`src/rtl/timer_run_ctrl.sv`:
```
// Stopwatch run/pause/clear sequencer: button conditioning, 1 Hz prescaler, run FSM, display mux.
// Build option ALARM_BLINK_EN: alarm toggles on every tick while in DONE instead of holding steady.
module timer_run_ctrl #(
    parameter int CLK_HZ     = 50000000,
    parameter int TICK_HZ    = 1,
    parameter int DEB_CYCLES = 1000000
) (
    input  logic        clk,
    input  logic        rst,
    input  logic        btn_start,
    input  logic        btn_clear,
    input  logic        sw_mode,
    input  logic [23:0] up_time,
    input  logic [23:0] down_time,
    input  logic        down_zero,
    output logic        tick_en_up,
    output logic        tick_en_down,
    output logic        clr_up,
    output logic        clr_down,
    output logic [23:0] disp_bus,
    output logic [1:0]  state,
    output logic        alarm
);

    localparam int PRE   = CLK_HZ / TICK_HZ;
    localparam int PRE_W = (PRE > 1) ? $clog2(PRE) : 1;
    localparam int DEB_W = (DEB_CYCLES > 1) ? $clog2(DEB_CYCLES) : 1;
    localparam logic [PRE_W-1:0] PRE_LAST = PRE_W'(PRE - 1);
    localparam logic [DEB_W-1:0] DEB_LAST = DEB_W'(DEB_CYCLES - 1);

    typedef enum logic [1:0] {
        S_IDLE  = 2'd0,
        S_RUN   = 2'd1,
        S_PAUSE = 2'd2,
        S_DONE  = 2'd3
    } state_t;

    logic             start_s1_q, start_s2_q;
    logic             clear_s1_q, clear_s2_q;
    logic             mode_s1_q, mode_s2_q;

    logic             start_acc_q, start_acc_d;
    logic             clear_acc_q, clear_acc_d;
    logic [DEB_W-1:0] start_cnt_q, start_cnt_d;
    logic [DEB_W-1:0] clear_cnt_q, clear_cnt_d;
    logic             start_press_q, start_press_d;
    logic             clear_press_q, clear_press_d;

    state_t           state_q;
    logic             alarm_q;
    logic             clr_up_q, clr_down_q;
    logic             mode_q;
    logic [PRE_W-1:0] pre_q;
    logic             tick_state;
    logic             tick;

    // Accepted level flips only after DEB_CYCLES consecutive differing samples.
    always_comb begin
        start_acc_d = start_acc_q;
        start_cnt_d = '0;
        if (start_s2_q != start_acc_q) begin
            if (start_cnt_q == DEB_LAST) begin
                start_acc_d = start_s2_q;
            end else begin
                start_cnt_d = start_cnt_q + DEB_W'(1);
            end
        end

        clear_acc_d = clear_acc_q;
        clear_cnt_d = '0;
        if (clear_s2_q != clear_acc_q) begin
            if (clear_cnt_q == DEB_LAST) begin
                clear_acc_d = clear_s2_q;
            end else begin
                clear_cnt_d = clear_cnt_q + DEB_W'(1);
            end
        end

        start_press_d = start_acc_d & ~start_acc_q;
        clear_press_d = clear_acc_d & ~clear_acc_q;
    end

    always_ff @(posedge clk or negedge rst) begin
        if (!rst) begin
            start_s1_q    <= 1'b0;
            start_s2_q    <= 1'b0;
            clear_s1_q    <= 1'b0;
            clear_s2_q    <= 1'b0;
            mode_s1_q     <= 1'b0;
            mode_s2_q     <= 1'b0;
            start_acc_q   <= 1'b0;
            clear_acc_q   <= 1'b0;
            start_cnt_q   <= '0;
            clear_cnt_q   <= '0;
            start_press_q <= 1'b0;
            clear_press_q <= 1'b0;
        end else begin
            start_s1_q    <= btn_start;
            start_s2_q    <= start_s1_q;
            clear_s1_q    <= btn_clear;
            clear_s2_q    <= clear_s1_q;
            mode_s1_q     <= sw_mode;
            mode_s2_q     <= mode_s1_q;
            start_acc_q   <= start_acc_d;
            clear_acc_q   <= clear_acc_d;
            start_cnt_q   <= start_cnt_d;
            clear_cnt_q   <= clear_cnt_d;
            start_press_q <= start_press_d;
            clear_press_q <= clear_press_d;
        end
    end

`ifdef ALARM_BLINK_EN
    assign tick_state = (state_q == S_RUN) || (state_q == S_DONE);
`else
    assign tick_state = (state_q == S_RUN);
`endif
    assign tick = tick_state && (pre_q == PRE_LAST);

    // Clear has top priority; inside RUN, expiry outranks a start press.
    always_ff @(posedge clk or negedge rst) begin
        if (!rst) begin
            state_q    <= S_IDLE;
            alarm_q    <= 1'b0;
            clr_up_q   <= 1'b0;
            clr_down_q <= 1'b0;
            mode_q     <= 1'b0;
            pre_q      <= '0;
        end else begin
            clr_up_q   <= 1'b0;
            clr_down_q <= 1'b0;
            if (state_q == S_IDLE || state_q == S_PAUSE) begin
                mode_q <= mode_s2_q;
            end
            if (clear_press_q) begin
                state_q <= S_IDLE;
                alarm_q <= 1'b0;
                pre_q   <= '0;
                if (mode_q) begin
                    clr_down_q <= 1'b1;
                end else begin
                    clr_up_q <= 1'b1;
                end
            end else begin
                case (state_q)
                    S_IDLE: begin
                        pre_q <= '0;
                        if (start_press_q && !(mode_q && down_zero)) begin
                            state_q <= S_RUN;
                        end
                    end
                    S_RUN: begin
                        pre_q <= tick ? '0 : pre_q + PRE_W'(1);
                        if (tick && mode_q && down_zero) begin
                            state_q <= S_DONE;
                            alarm_q <= 1'b1;
                        end else if (start_press_q) begin
                            state_q <= S_PAUSE;
                        end
                    end
                    S_PAUSE: begin
                        if (start_press_q) begin
                            state_q <= S_RUN;
                        end
                    end
                    S_DONE: begin
                        if (start_press_q) begin
                            state_q <= S_IDLE;
                            alarm_q <= 1'b0;
                            pre_q   <= '0;
                        end else begin
`ifdef ALARM_BLINK_EN
                            pre_q <= tick ? '0 : pre_q + PRE_W'(1);
                            if (tick) begin
                                alarm_q <= ~alarm_q;
                            end
`else
                            pre_q <= '0;
`endif
                        end
                    end
                    default: state_q <= S_IDLE;
                endcase
            end
        end
    end

    assign tick_en_up   = tick & ~mode_q;
    assign tick_en_down = tick & mode_q & ~down_zero;
    assign clr_up       = clr_up_q;
    assign clr_down     = clr_down_q;
    assign disp_bus     = mode_q ? down_time : up_time;
    assign state        = state_q;
    assign alarm        = alarm_q;

endmodule

```
`config.mk`:
```
export PLATFORM = sky130hd
export DESIGN_NAME = timer_run_ctrl
export DESIGN_NICKNAME = d
export VERILOG_FILES = /design/src/rtl/timer_run_ctrl.sv
export SDC_FILE = /design/constraint.sdc
export NUM_CORES = 1
export LEC_CHECK = 0
export ABC_AREA = 1
export BUFFER_PORTS_ARGS = -buffer_cell sky130_fd_sc_hd__buf_2
export CAP_MARGIN = 15
export CORE_MARGIN = 5
export CORE_UTILIZATION = 53
export CTS_BUF_LIST = sky130_fd_sc_hd__clkbuf_8
export CTS_CLUSTER_DIAMETER = 60
export CTS_CLUSTER_SIZE = 14
export DETAILED_ROUTE_END_ITERATION = 8
export GPL_TIMING_DRIVEN = 0
export PLACE_DENSITY = 0.79
export SYNTH_ARGS = -nofsm -noshare
export SYNTH_HDL_FRONTEND = slang
export SYNTH_SLANG_ARGS = --single-unit
```
`constraint.sdc`:
```
create_clock -name clk -period 1.7 [get_ports clk]
set_input_delay 0.255 -clock clk [delete_from_list [all_inputs] [get_ports clk]]
set_output_delay 0.255 -clock clk [all_outputs]
set_load 0.05 [all_outputs]
```
After elaboration in Yosys (flattened, before gate mapping)
Cells that the tools add are included.
- magnitude comparators: 0
- shift-type cells: 0
- equal/unequal tests: 13
- multipliers: 0
- div/mod/pow operators: 0
- muxes and demuxes: 27
- bitwise gates (word level): 9
- add/sub/neg operators: 3
- reductions and logical operators: 13
- operators by type and width (cell ; number):
    2-to-1 mux 20 bit ; 4
    2-to-1 mux 26 bit ; 2
    one-hot mux 26 bit (2 select lines) ; 1
    adder 20 x 1 -> 20 bit (second input constant) ; 2
    equality test 20 bit (second input constant) ; 2
    adder 26 x 1 -> 26 bit (second input constant) ; 1
    equality test 26 bit (second input constant) ; 1
    2-to-1 mux 24 bit ; 1
    2-to-1 mux 2 bit ; 6
    2-to-1 mux 1 bit ; 11
    one-hot mux 2 bit (4 select lines) ; 1
    != test 3 x 2 -> 1 bit (second input constant) ; 2
    != test 3 bit (second input constant) ; 2
    nonzero test 3 bit ; 2
    AND 1 bit ; 5
    logical AND 1 bit ; 5
    equality test 2 bit (second input constant) ; 2
    != test 4 x 3 -> 1 bit (second input constant) ; 1
    inverter 1 bit ; 4
    AND reduction 4 bit ; 1
    AND reduction 3 bit ; 1
    equality test 2 x 1 -> 1 bit (second input constant) ; 1
    zero test 2 bit ; 1
    != test 1 bit ; 2
    4 further kinds ; 4
- output and inout port bits: 31
- memories: 0
- bits in latches: 0
- RAM bits: 0
- memory bits (read-only): 0
- word-level logic and storage cells: 83
- bits of input ports: 54
- register bits after elaboration: 82

Depth between registers and ports, before layout
Gate-level depths: netlist (run 1).
- word-level depth: 7
- depth in mapped cells: 12
- depth with buffers taken out: 11

Least setup slack after synthesis (run 1)
OpenSTA, ideal clock, no wires.
- path type: register -> output
- start point: register state_q[0], in the netlist state[0]
- end point: output port tick_en_down
- buffers on the path: 0
- required time: 1.445 ns
- slack: -0.927 ns
- data arrival time: 2.372 ns
- stages on the path, launching flop included: 6
- cell sequence: dfrtp_1 > ha_1 > nand2_1 > nor3_1 > nand4_1 > nor3_1
- longest elaborated chain between the ends: 4
- RTL lines (item ; line ; source):
    from (decl) ; 49 ; state_t state_q;
    from (signal assigned) ; 123 ; state_q <= S_IDLE;
    from (signal assigned) ; 136 ; state_q <= S_IDLE;
    from (signal assigned) ; 149 ; state_q <= S_RUN;
    equality test 2 x 1 -> 1 bit ; 116 ; assign tick_state = (state_q == S_RUN);
    logical AND 1 bit ; 118 ; assign tick = tick_state && (pre_q == PRE_LAST);
    AND 1 bit (2 in a row) ; 189 ; assign tick_en_down = tick & mode_q & ~down_zero;
    to (decl) ; 17 ; output logic tick_en_down,
Every way passes these cells.

Worst setup path in the final report (run 1)
- start point: register pre_q[1]
- end point: output port tick_en_down
- longest elaborated chain between the ends: 4
- RTL lines (item ; line ; source):
    from (decl) ; 53 ; logic [PRE_W-1:0] pre_q;
    from (signal assigned) ; 153 ; pre_q <= tick ? '0 : pre_q + PRE_W'(1);
    equality test 26 bit ; 118 ;
    logical AND 1 bit ; 118 ;
    AND 1 bit (2 in a row) ; 189 ;
Every way passes these cells.

==> flow_summary.html, run 1 <==
<table>
<tr><th>Metric</th><th>Value</th></tr>
<tr><th colspan="2">Floorplanning</th></tr>
<tr><td>Core Box Area</td><td>roughly 9000 sq um</td></tr>
<tr><td>Die area</td><td>about 11000 sq um</td></tr>
<tr><td>Cell row count</td><td>35</td></tr>
<tr><td>Starting Density</td><td>53.48%</td></tr>
<tr><td>Vertical extent of the die</td><td>between 100 and 150 microns</td></tr>
<tr><td>Die outline width</td><td>around 110 microns</td></tr>
<tr><td>Number of primary I/O pins</td><td>85</td></tr>
<tr><th colspan="2">Pwr</th></tr>
<tr><td>Worst voltage drop across the vdd grid</td><td>around 0.54 mV</td></tr>
<tr><td>P per Cell Area</td><td>613.7 nW/um^2</td></tr>
<tr><td>Clock power frac</td><td>34.4%</td></tr>
<tr><td>Net switching fraction of the power</td><td>around 29%</td></tr>
<tr><td>Switching power</td><td>1.117 mW</td></tr>
<tr><td>Internal power component</td><td>2.745 mW</td></tr>
<tr><td>LEAKAGE</td><td>2.962 nW</td></tr>
<tr><td>Proportion of power drawn by flip-flops and latches</td><td>about half</td></tr>
<tr><td>Total design power</td><td>approximately 3.9 mW</td></tr>
<tr><td>Share of power burned in combinational logic</td><td>between 10% and 20%</td></tr>
<tr><th colspan="2">Worst setup path</th></tr>
<tr><td>Delay-heaviest family, CP</td><td>simple AND/OR/NAND/NOR gates</td></tr>
<tr><td>Worst path slowest cell</td><td>dfrtp_1</td></tr>
<tr><td>Cell-by-cell listing of the critical path</td><td>ha_4 -&gt; nand2_2 -&gt; nor2_1 -&gt; nand2_1 -&gt; nor2_1 -&gt; nand4_1 -&gt; buf_6 -&gt; nor3_4 -&gt; buf_6</td></tr>
<tr><td>Critical path start-end classification</td><td>reg2out</td></tr>
<tr><td>Kind of start point of the critical path</td><td>flop</td></tr>
<tr><td>Nature of the critical path endpoint</td><td>primary output</td></tr>
<tr><td>Bufs and invs on worst path</td><td>2</td></tr>
<tr><td>Highest fanout seen on the critical path</td><td>2</td></tr>
<tr><td>CP max stage delay</td><td>420 ps</td></tr>
<tr><td>CP Data Required Time</td><td>around 1400 ps</td></tr>
<tr><td>Data arrival at the endpoint of the critical path</td><td>approximately 1900 ps</td></tr>
<tr><th colspan="2">Synthesis</th></tr>
<tr><td>Largest family of logic cells by synthesized area</td><td>simple AND/OR/NAND/NOR gates</td></tr>
<tr><td>Compound-Gate Fraction of Synth Area</td><td>approximately 4.4%</td></tr>
<tr><td>Seq/Total Area, Yosys</td><td>a little over two fifths</td></tr>
<tr><td>Nets in the synthesized netlist</td><td>742</td></tr>
<tr><td>Count of mapped cells out of synthesis</td><td>between 600 and 700</td></tr>
<tr><td>Top post-synthesis cells by count</td><td>nand2_1, nor2_1, dfrtp_1, inv_1, nand3_1</td></tr>
<tr><td>Area contributors post-synth</td><td>dfrtp_1, nand2_1, nor2_1</td></tr>
<tr><td>Dominant cell by count in the synthesized netlist</td><td>nand2_1</td></tr>
<tr><td>Register bit total from synthesis</td><td>82</td></tr>
<tr><td>Multiplexer area fraction after synthesis</td><td>0%</td></tr>
<tr><td>Synthesized-area fraction occupied by xor and xnor cells</td><td>roughly 3.8%</td></tr>
<tr><td>Library cell with the largest summed area after synthesis</td><td>dfrtp_1</td></tr>
<tr><td>Unique masters post-synth</td><td>39</td></tr>
<tr><td>Number of flops mapped to enable cells by yosys</td><td>0</td></tr>
<tr><td>Post-synth top flop</td><td>dfrtp_1</td></tr>
<tr><td>Total standard cell area after synthesis</td><td>4871 sq um</td></tr>
<tr><td>Synth async-reset ratio</td><td>between 90% and 100%</td></tr>
<tr><td>Simple-Gate Fraction of Synth Area</td><td>between 40% and 50%</td></tr>
<tr><td>Yosys warning count</td><td>0</td></tr>
<tr><td>Share of the synthesized area in the top cell type</td><td>42.13%</td></tr>
<tr><td>Fraction of the mapped netlist area in adder cells</td><td>1.798%</td></tr>
<tr><td>Avg Cell Area, Syn</td><td>a little over 7 sq um</td></tr>
<tr><th colspan="2">Routing</th></tr>
<tr><td>First-pass iteration count of the detailed router</td><td>6</td></tr>
<tr><td>Total number of vias</td><td>just under 5000</td></tr>
<tr><td>Routed wire length per instance</td><td>14.30 microns</td></tr>
<tr><td>Starting DRC count in detailed routing</td><td>340</td></tr>
<tr><td>DRC errors left</td><td>0</td></tr>
<tr><td>Avg Vias per Cell</td><td>5.388</td></tr>
<tr><td>Routed Antenna Nets</td><td>0</td></tr>
<tr><td>Routed Wire Length</td><td>between 10 and 15 mm</td></tr>
<tr><th colspan="2">Layout</th></tr>
<tr><td>Fin cells</td><td>922</td></tr>
<tr><td>Nets@finish</td><td>between 800 and 900</td></tr>
<tr><td>Ant diodes</td><td>0</td></tr>
<tr><td>Layout-stage area growth over the synthesis result</td><td>29.21%</td></tr>
<tr><td>Final core occ</td><td>69.09%</td></tr>
<tr><td>FILL cells</td><td>between 700 and 800</td></tr>
<tr><td>Fraction of final layout cells sized beyond drive strength 1</td><td>25.77%</td></tr>
<tr><td>Post-route standard cell area excluding fillers</td><td>roughly 6300 sq um</td></tr>
<tr><td>Register area</td><td>between 2000 and 2500 sq um</td></tr>
<tr><td>Multi-input gate area</td><td>approximately 2600 sq um</td></tr>
<tr><th colspan="2">Clock network</th></tr>
<tr><td>Clock latency at the later pin of the worst-skew pair</td><td>360 ps</td></tr>
<tr><td>Count of H-tree levels built during CTS</td><td>3</td></tr>
<tr><td>CTS tree</td><td>yes</td></tr>
<tr><td>CTS root buf</td><td>clkbuf_8</td></tr>
<tr><td>Num Clock Sinks</td><td>82</td></tr>
<tr><td>Number of buffers created by CTS</td><td>9</td></tr>
<tr><td>Worst-path clk slew</td><td>~90 ps</td></tr>
<tr><td>Maximum root-to-sink buffer count</td><td>2</td></tr>
<tr><th colspan="2">Place</th></tr>
<tr><td>Area after detailed placement</td><td>~5500 sq um</td></tr>
<tr><td>Pre-CTS WS</td><td>-235.9 ps</td></tr>
<tr><td>Cell count after placement</td><td>877</td></tr>
<tr><td>Post-detailed-placement half-perimeter wirelength</td><td>between 8 and 9 mm</td></tr>
<tr><td>IO buf count</td><td>84</td></tr>
<tr><td>Routability congestion estimate</td><td>approximately 0.94</td></tr>
<tr><th colspan="2">Timing</th></tr>
<tr><td>Final critical-path share of the clock period</td><td>125.2%</td></tr>
<tr><td>Remaining max-slew budget at the tightest pin</td><td>between 70% and 80%</td></tr>
<tr><td>Maximum frequency from static timing analysis</td><td>roughly 470 MHz</td></tr>
<tr><td>Final count of pins violating max slew</td><td>0</td></tr>
<tr><td>Final critical delay including setup and external delays</td><td>2128 ps</td></tr>
<tr><td>Worst clock skew on the final layout</td><td>roughly 9.1 ps</td></tr>
<tr><td>Number of hold-slack violations in the final timing report</td><td>0</td></tr>
<tr><td>Slew at the pin closest to its max-slew limit</td><td>429.0 ps</td></tr>
<tr><td>Count of final setup violators</td><td>17</td></tr>
<tr><td>Setup repair after global routing missed its margin</td><td>true</td></tr>
<tr><td>Least setup slack across all paths after layout</td><td>-428.2 ps</td></tr>
<tr><th colspan="2">Global routing</th></tr>
<tr><td>Aggregate global routing overflow</td><td>0</td></tr>
<tr><td>Maximum number of pins on one net before global-route repair</td><td>56</td></tr>
<tr><td>Number of antenna violations at the first check in global routing</td><td>0</td></tr>
<tr><td>All-Layer GR Usage</td><td>23.09%</td></tr>
<tr><td>Wire length of the first global-routing pass</td><td>around 21 mm</td></tr>
<tr><td>Number of global-route vias before repair</td><td>slightly below 5000</td></tr>
<tr><th colspan="2">Job</th></tr>
<tr><td>Number of violations of the max-capacitance limit</td><td>0</td></tr>
<tr><th colspan="2">Min path</th></tr>
<tr><td>Tightest Hold Check Type</td><td>in2async</td></tr>
<tr><th colspan="2">Status</th></tr>
<tr><td>Run status</td><td>complete, but fails checks</td></tr>
<tr><td>Violations in the final reports</td><td>negative setup slack</td></tr>
</table>
==> layer usage <==
metal | global-route usage (%) | wire [microns] | vias to the layer above
li1 | - | - | 2421
met1 | 26.69 | 5154 | 2318
met2 | 41.30 | 6777 | 198
met3 | 5.083 | 877 | 31
met4 | 9.343 | 373 | 0
met5 | 0 | 0 | -
==> metrics by stage <==
step,hold slack (ps),setup TNS (ps)
2_1_floorplan,-40.59,-986.6
4_1_cts,357.1,-1036
3_5_place_dp,213.3,-2809
5_1_grt,379.4,-5675
6_report,349.4,-1806
3_3_place_gp,335.4,-21100
==> registers in the layout, summed over array words and instances (netlist names) <==
| name | cells |
|---|---|
| alarm | 1 |
| start_cnt_q | 20 |
| clr_down | 1 |
| mode_s1_q | 1 |
| start_s1_q | 1 |
| mode_q | 1 |
| clear_s2_q | 1 |
| pre_q | 26 |
| mode_s2_q | 1 |
| clear_s1_q | 1 |
| clear_cnt_q | 20 |
| clr_up | 1 |
| start_press_q | 1 |
| clear_acc_q | 1 |
| state | 2 |
| clear_press_q | 1 |
| start_acc_q | 1 |
| start_s2_q | 1 |
==> cell usage in the layout, fill, tap and decap left out, drive strengths merged <==
master | netlist | routed
dlygate4sd3 | 0 | 4
nand2 | 214 | 214
nand4 | 22 | 22
nor4 | 4 | 4
a211oi | 1 | 1
nor3b | 2 | 2
nor3 | 42 | 42
xnor2 | 6 | 6
nand3b | 3 | 3
a41oi | 1 | 1
xor2 | 15 | 15
nor2 | 103 | 103
clkinvlp | 0 | 2
inv | 84 | 88
o2111ai | 1 | 1
or2 | 2 | 2
buf | 8 | 116
a31oi | 1 | 1
a21oi | 22 | 22
dfrtp | 82 | 82
and3 | 3 | 3
o31ai | 1 | 1
nand3 | 41 | 41
ha | 7 | 7
clkinv | 1 | 2
o21ai | 12 | 12
clkbuf | 3 | 14
==> worst paths after layout <==
check	startpoint	end	slack, ps	cells past startpoint
min in group clk	clear_s1_q$_DFF_PN0_	clear_s2_q$_DFF_PN0_	360	0
worst min-delay path	rst	pre_q[24]$_DFFE_PN0P_	350	2
worst min register to register	clear_s1_q$_DFF_PN0_	clear_s2_q$_DFF_PN0_	360	0
max in group asynchronous	rst	clear_cnt_q[2]$_DFF_PN0_	750	3
worst max-delay path	pre_q[1]$_DFFE_PN0P_	tick_en_down	-430	9
worst max register to register	pre_q[1]$_DFFE_PN0P_	pre_q[20]$_DFFE_PN0P_	-180	11
==> cell families after synthesis <==
logic type	after synthesis
simple gates	436
buf+inv	96
flops	82
compound gates	39
xor+xnor	21
fa+ha+maj	7
==> power groups by stage <==
stage,Combinational [mW],Sequential (mW),Clock (mW)
floorplan,0.261,2.02,0
global placement,0.424,2.02,0
detailed placement,0.439,2.02,0
CTS,0.488,1.98,1.35
global route,0.587,1.99,1.46
finish,0.549,1.98,1.33
==> cell type report <==
class	instances	area share [%]
clock buffer	10	2.187
tap	111	2.207
timing repair inverter	1	0.1392
timing repair buffer	113	13.06
multi-input combinational	503	41.97
sequential	82	32.70
clock inverter	6	0.6561
inverter	85	5.348
buffer	11	1.730
==> timing repair <==
action                                  in CTS  in global routing
buffers inserted                            11                 12
endpoints found under the setup margin      52                 73
pin swaps                                    7                 10
hold buffers                                 4                  0
endpoints found under the hold margin       30                  0
gates resized for setup                     55                 59
cloned                                       1                  1
Note: power is estimated with default switching activity, not from simulation.
==> inputs of run 2 (changes only) <==
BUFFER_PORTS_ARGS = not set   (was -buffer_cell sky130_fd_sc_hd__buf_2)
CORE_UTILIZATION = 55   (was 53)
DONT_BUFFER_PORTS = 1   (was not set)
PLACE_DENSITY = 0.73   (was 0.79)
==> run 2 against run 1 <==
Effect of this change:
- the run ends with negative hold slack, negative setup slack left
- core utilization increased by 2.2 points
- sequential power is essentially flat
- critical path depth is 3 lower
- clock power about the same
- fmax shrank 7.7%
- routed wire length fell by 0.81%
- via count fell by 4.9%
- largest cell class unchanged
==> flow_summary.html, run 2 (synthesis results as in run 1) <==
<table>
<tr><th>Metric</th><th>Value</th></tr>
<tr><th colspan="2">Timing</th></tr>
<tr><td>Slew at the pin closest to its max-slew limit</td><td>545.1 ps (+116.1 ps)</td></tr>
<tr><td>Count of final setup violators</td><td>31 (+14)</td></tr>
<tr><td>Worst clock skew on the final layout</td><td>9.709 ps (+0.5971 ps)</td></tr>
<tr><td>Final count of pins violating max slew</td><td>0 (unchanged)</td></tr>
<tr><td>Final critical delay including setup and external delays</td><td>2307 ps (+178.5 ps)</td></tr>
<tr><td>Remaining max-slew budget at the tightest pin</td><td>63.54% (-7.7 points)</td></tr>
<tr><td>Worst hold slack</td><td>-415.6 ps (-765.0 ps)</td></tr>
<tr><td>Maximum frequency from static timing analysis</td><td>433.5 MHz (-7.7%)</td></tr>
<tr><td>Least setup slack across all paths after layout</td><td>-606.8 ps (-178.5 ps)</td></tr>
<tr><td>Number of hold-slack violations in the final timing report</td><td>82 (+82)</td></tr>
<tr><td>Setup repair after global routing missed its margin</td><td>true</td></tr>
<tr><td>Final critical-path share of the clock period</td><td>135.7% (+11 points)</td></tr>
<tr><th colspan="2">Place</th></tr>
<tr><td>Routability congestion estimate</td><td>0.9104 (-3.4%)</td></tr>
<tr><td>Post-detailed-placement half-perimeter wirelength</td><td>8.184 mm (-8.7%)</td></tr>
<tr><td>Pre-CTS WS</td><td>-440.9 ps (-205.1 ps)</td></tr>
<tr><td>IO buf count</td><td>0 (-100%)</td></tr>
<tr><td>Cell count after placement</td><td>789 (-10%)</td></tr>
<tr><th colspan="2">Worst setup path</th></tr>
<tr><td>Data arrival at the endpoint of the critical path</td><td>2050 ps (+180 ps)</td></tr>
<tr><td>Critical path start-end classification</td><td>reg2out</td></tr>
<tr><td>CP Data Required Time</td><td>1440 ps (about the same)</td></tr>
<tr><td>Kind of start point of the critical path</td><td>flop</td></tr>
<tr><td>Worst R2R Path Depth</td><td>11 (unchanged)</td></tr>
<tr><td>Nature of the critical path endpoint</td><td>primary output</td></tr>
<tr><td>Highest fanout seen on the critical path</td><td>5 (+3)</td></tr>
<tr><th colspan="2">Clock network</th></tr>
<tr><td>CTS hold repair buffers</td><td>3 (-1)</td></tr>
<tr><td>CTS root buf</td><td>clkbuf_8</td></tr>
<tr><td>Worst-path clk slew</td><td>90 ps (about the same)</td></tr>
<tr><td>Number of buffers created by CTS</td><td>9 (unchanged)</td></tr>
<tr><td>Count of H-tree levels built during CTS</td><td>3 (unchanged)</td></tr>
<tr><td>Num Clock Sinks</td><td>82 (unchanged)</td></tr>
<tr><td>Maximum root-to-sink buffer count</td><td>2 (unchanged)</td></tr>
<tr><td>Clock latency at the later pin of the worst-skew pair</td><td>360 ps (about the same)</td></tr>
<tr><td>CTS tree</td><td>yes</td></tr>
<tr><th colspan="2">Layout</th></tr>
<tr><td>Leading registers by flop count</td><td>pre_q: 26 flops, clear_cnt_q: 20 flops, start_cnt_q: 20 flops</td></tr>
<tr><td>FILL cells</td><td>637 (-11%)</td></tr>
<tr><td>Most common cell after layout, fill and taps aside</td><td>nand2_1</td></tr>
<tr><td>Largest register FFs</td><td>26 (unchanged)</td></tr>
<tr><td>Multi-input gate area</td><td>2980 sq um (+13%)</td></tr>
<tr><td>Fin cells</td><td>844 (-8.5%)</td></tr>
<tr><td>Ant diodes</td><td>0 (unchanged)</td></tr>
<tr><td>Nets@finish</td><td>792 (-8.7%)</td></tr>
<tr><td>Leading cell types in the layout, fill and taps excluded</td><td>nand2_1, nor2_1, dfrtp_1</td></tr>
<tr><td>Register area</td><td>2058 sq um (unchanged)</td></tr>
<tr><td>Register with the most flip-flops</td><td>pre_q</td></tr>
<tr><td>Layout-stage area growth over the synthesis result</td><td>26.95%</td></tr>
<tr><td>Fraction of final layout cells sized beyond drive strength 1</td><td>25.41% (-0.36 points)</td></tr>
<tr><th colspan="2">Floorplanning</th></tr>
<tr><td>Starting Density</td><td>56.13% (+2.7 points)</td></tr>
<tr><td>Core Box Area</td><td>8678 sq um (-4.7%)</td></tr>
<tr><td>Cell row count</td><td>34 (-2.9%)</td></tr>
<tr><td>Die area</td><td>10840 sq um (-3.3%)</td></tr>
<tr><td>Vertical extent of the die</td><td>104.1 microns (-1.7%)</td></tr>
<tr><td>Die outline width</td><td>104.1 microns (-1.7%)</td></tr>
<tr><td>Number of primary I/O pins</td><td>85 (unchanged)</td></tr>
<tr><th colspan="2">Pwr</th></tr>
<tr><td>LEAKAGE</td><td>2.707 nW (-8.6%)</td></tr>
<tr><td>Total design power</td><td>3.695 mW (-4.3%)</td></tr>
<tr><td>P per Cell Area</td><td>597.6 nW/um^2 (-2.6%)</td></tr>
<tr><td>Worst voltage drop across the vdd grid</td><td>0.4439 mV (-18%)</td></tr>
<tr><th colspan="2">Global routing</th></tr>
<tr><td>All-Layer GR Usage</td><td>22.04% (-1.0 points)</td></tr>
<tr><td>Wire length of the first global-routing pass</td><td>20.29 mm (-4.3%)</td></tr>
<tr><td>Maximum number of pins on one net before global-route repair</td><td>83 (+48%)</td></tr>
<tr><td>Aggregate global routing overflow</td><td>0 (unchanged)</td></tr>
<tr><td>Number of antenna violations at the first check in global routing</td><td>0 (unchanged)</td></tr>
<tr><td>Number of global-route vias before repair</td><td>4463 (-7.3%)</td></tr>
<tr><th colspan="2">Routing</th></tr>
<tr><td>Total number of vias</td><td>4726 (-4.9%)</td></tr>
<tr><td>Routed wire length per instance</td><td>15.49 microns (+8.4%)</td></tr>
<tr><td>Avg Vias per Cell</td><td>5.600 (+3.9%)</td></tr>
<tr><td>Starting DRC count in detailed routing</td><td>251 (-26%)</td></tr>
<tr><td>First-pass iteration count of the detailed router</td><td>6 (unchanged)</td></tr>
<tr><td>Routed Wire Length</td><td>13.08 mm (-0.81%)</td></tr>
<tr><td>DRC errors left</td><td>0 (unchanged)</td></tr>
<tr><td>Routed Antenna Nets</td><td>0 (unchanged)</td></tr>
<tr><th colspan="2">Job</th></tr>
<tr><td>Number of violations of the max-capacitance limit</td><td>0 (unchanged)</td></tr>
<tr><th colspan="2">Status</th></tr>
<tr><td>Run status</td><td>complete, but fails checks</td></tr>
<tr><td>Violations in the final reports</td><td>negative hold slack, negative setup slack</td></tr>
<tr><th colspan="2">Min path</th></tr>
<tr><td>Tightest Hold Check Type</td><td>in2async</td></tr>
</table>
==> run 2: report_power, final <==
part           total, mW  internal [mW]  switching [mW]
registers           1.99           1.97          0.0175
logic              0.381         0.0963           0.285
clock network       1.33          0.606           0.722
==> run 2: timing repair <==
action / 4_1_cts / 5_1_grt
pin swaps: 17 / 33
buffers inserted: 17 / 23
gates cloned: 0 / 1
endpoints found under the setup margin: 68 / 80
hold endpoints to repair: 85 / 82
resized for setup: 92 / 85
==> run 2: per-stage QoR <==
stage          TNS [ps]  util [%]  instance area (sq um)
2_1_floorplan    -986.6         -                   4928
3_3_place_gp      -5813     58.35                   5064
3_5_place_dp      -8286     58.35                   5064
4_1_cts          -11730     65.93                   5722
5_1_grt          -11990     71.25                   6183
6_report          -9213     71.25                   6183
==> run 2: worst paths after layout <==
| kind | startpoint | end | slack (ps) |
|---|---|---|---|
| max in group asynchronous | rst | clear_cnt_q[10]$_DFF_PN0_ | 1980 |
| worst min-delay path | rst | pre_q[24]$_DFFE_PN0P_ | -420 |
| worst max-delay path | state[1]$_DFFE_PN0P_ | tick_en_down | -610 |
| min in group clk | down_zero | alarm$_DFFE_PN0P_ | 330 |
| worst max register to register | state[1]$_DFFE_PN0P_ | pre_q[11]$_DFFE_PN0P_ | -460 |
| worst min register to register | start_s1_q$_DFF_PN0_ | start_s2_q$_DFF_PN0_ | 350 |
==> run 2: area by class of cell <==
class	instances	area share (%)
multi-input combinational	503	48.20
sequential	82	33.29
timing repair buffer	39	6.050
inverter	85	5.585
clock buffer	11	2.448
tap	108	2.185
buffer	11	1.760
clock inverter	5	0.4856
==> run 2: worst max-delay path, stage by stage (launching register included) <==
cell	delay (ps)
dfrtp_4	600
inv_4	110
ha_4	150
nand2_4	50
nor3_2	120
nand4_1	180
nor3_4	480
==> run 2: routing by layer <==
layer  GRT usage, %  part of all wire (%)  wire length [microns]
met1          27.03                    40                   5205
met2          37.07                    50                   6598
met3          5.959                   7.4                    970
met4          8.233                   2.3                    301
met5              0                     0                      0
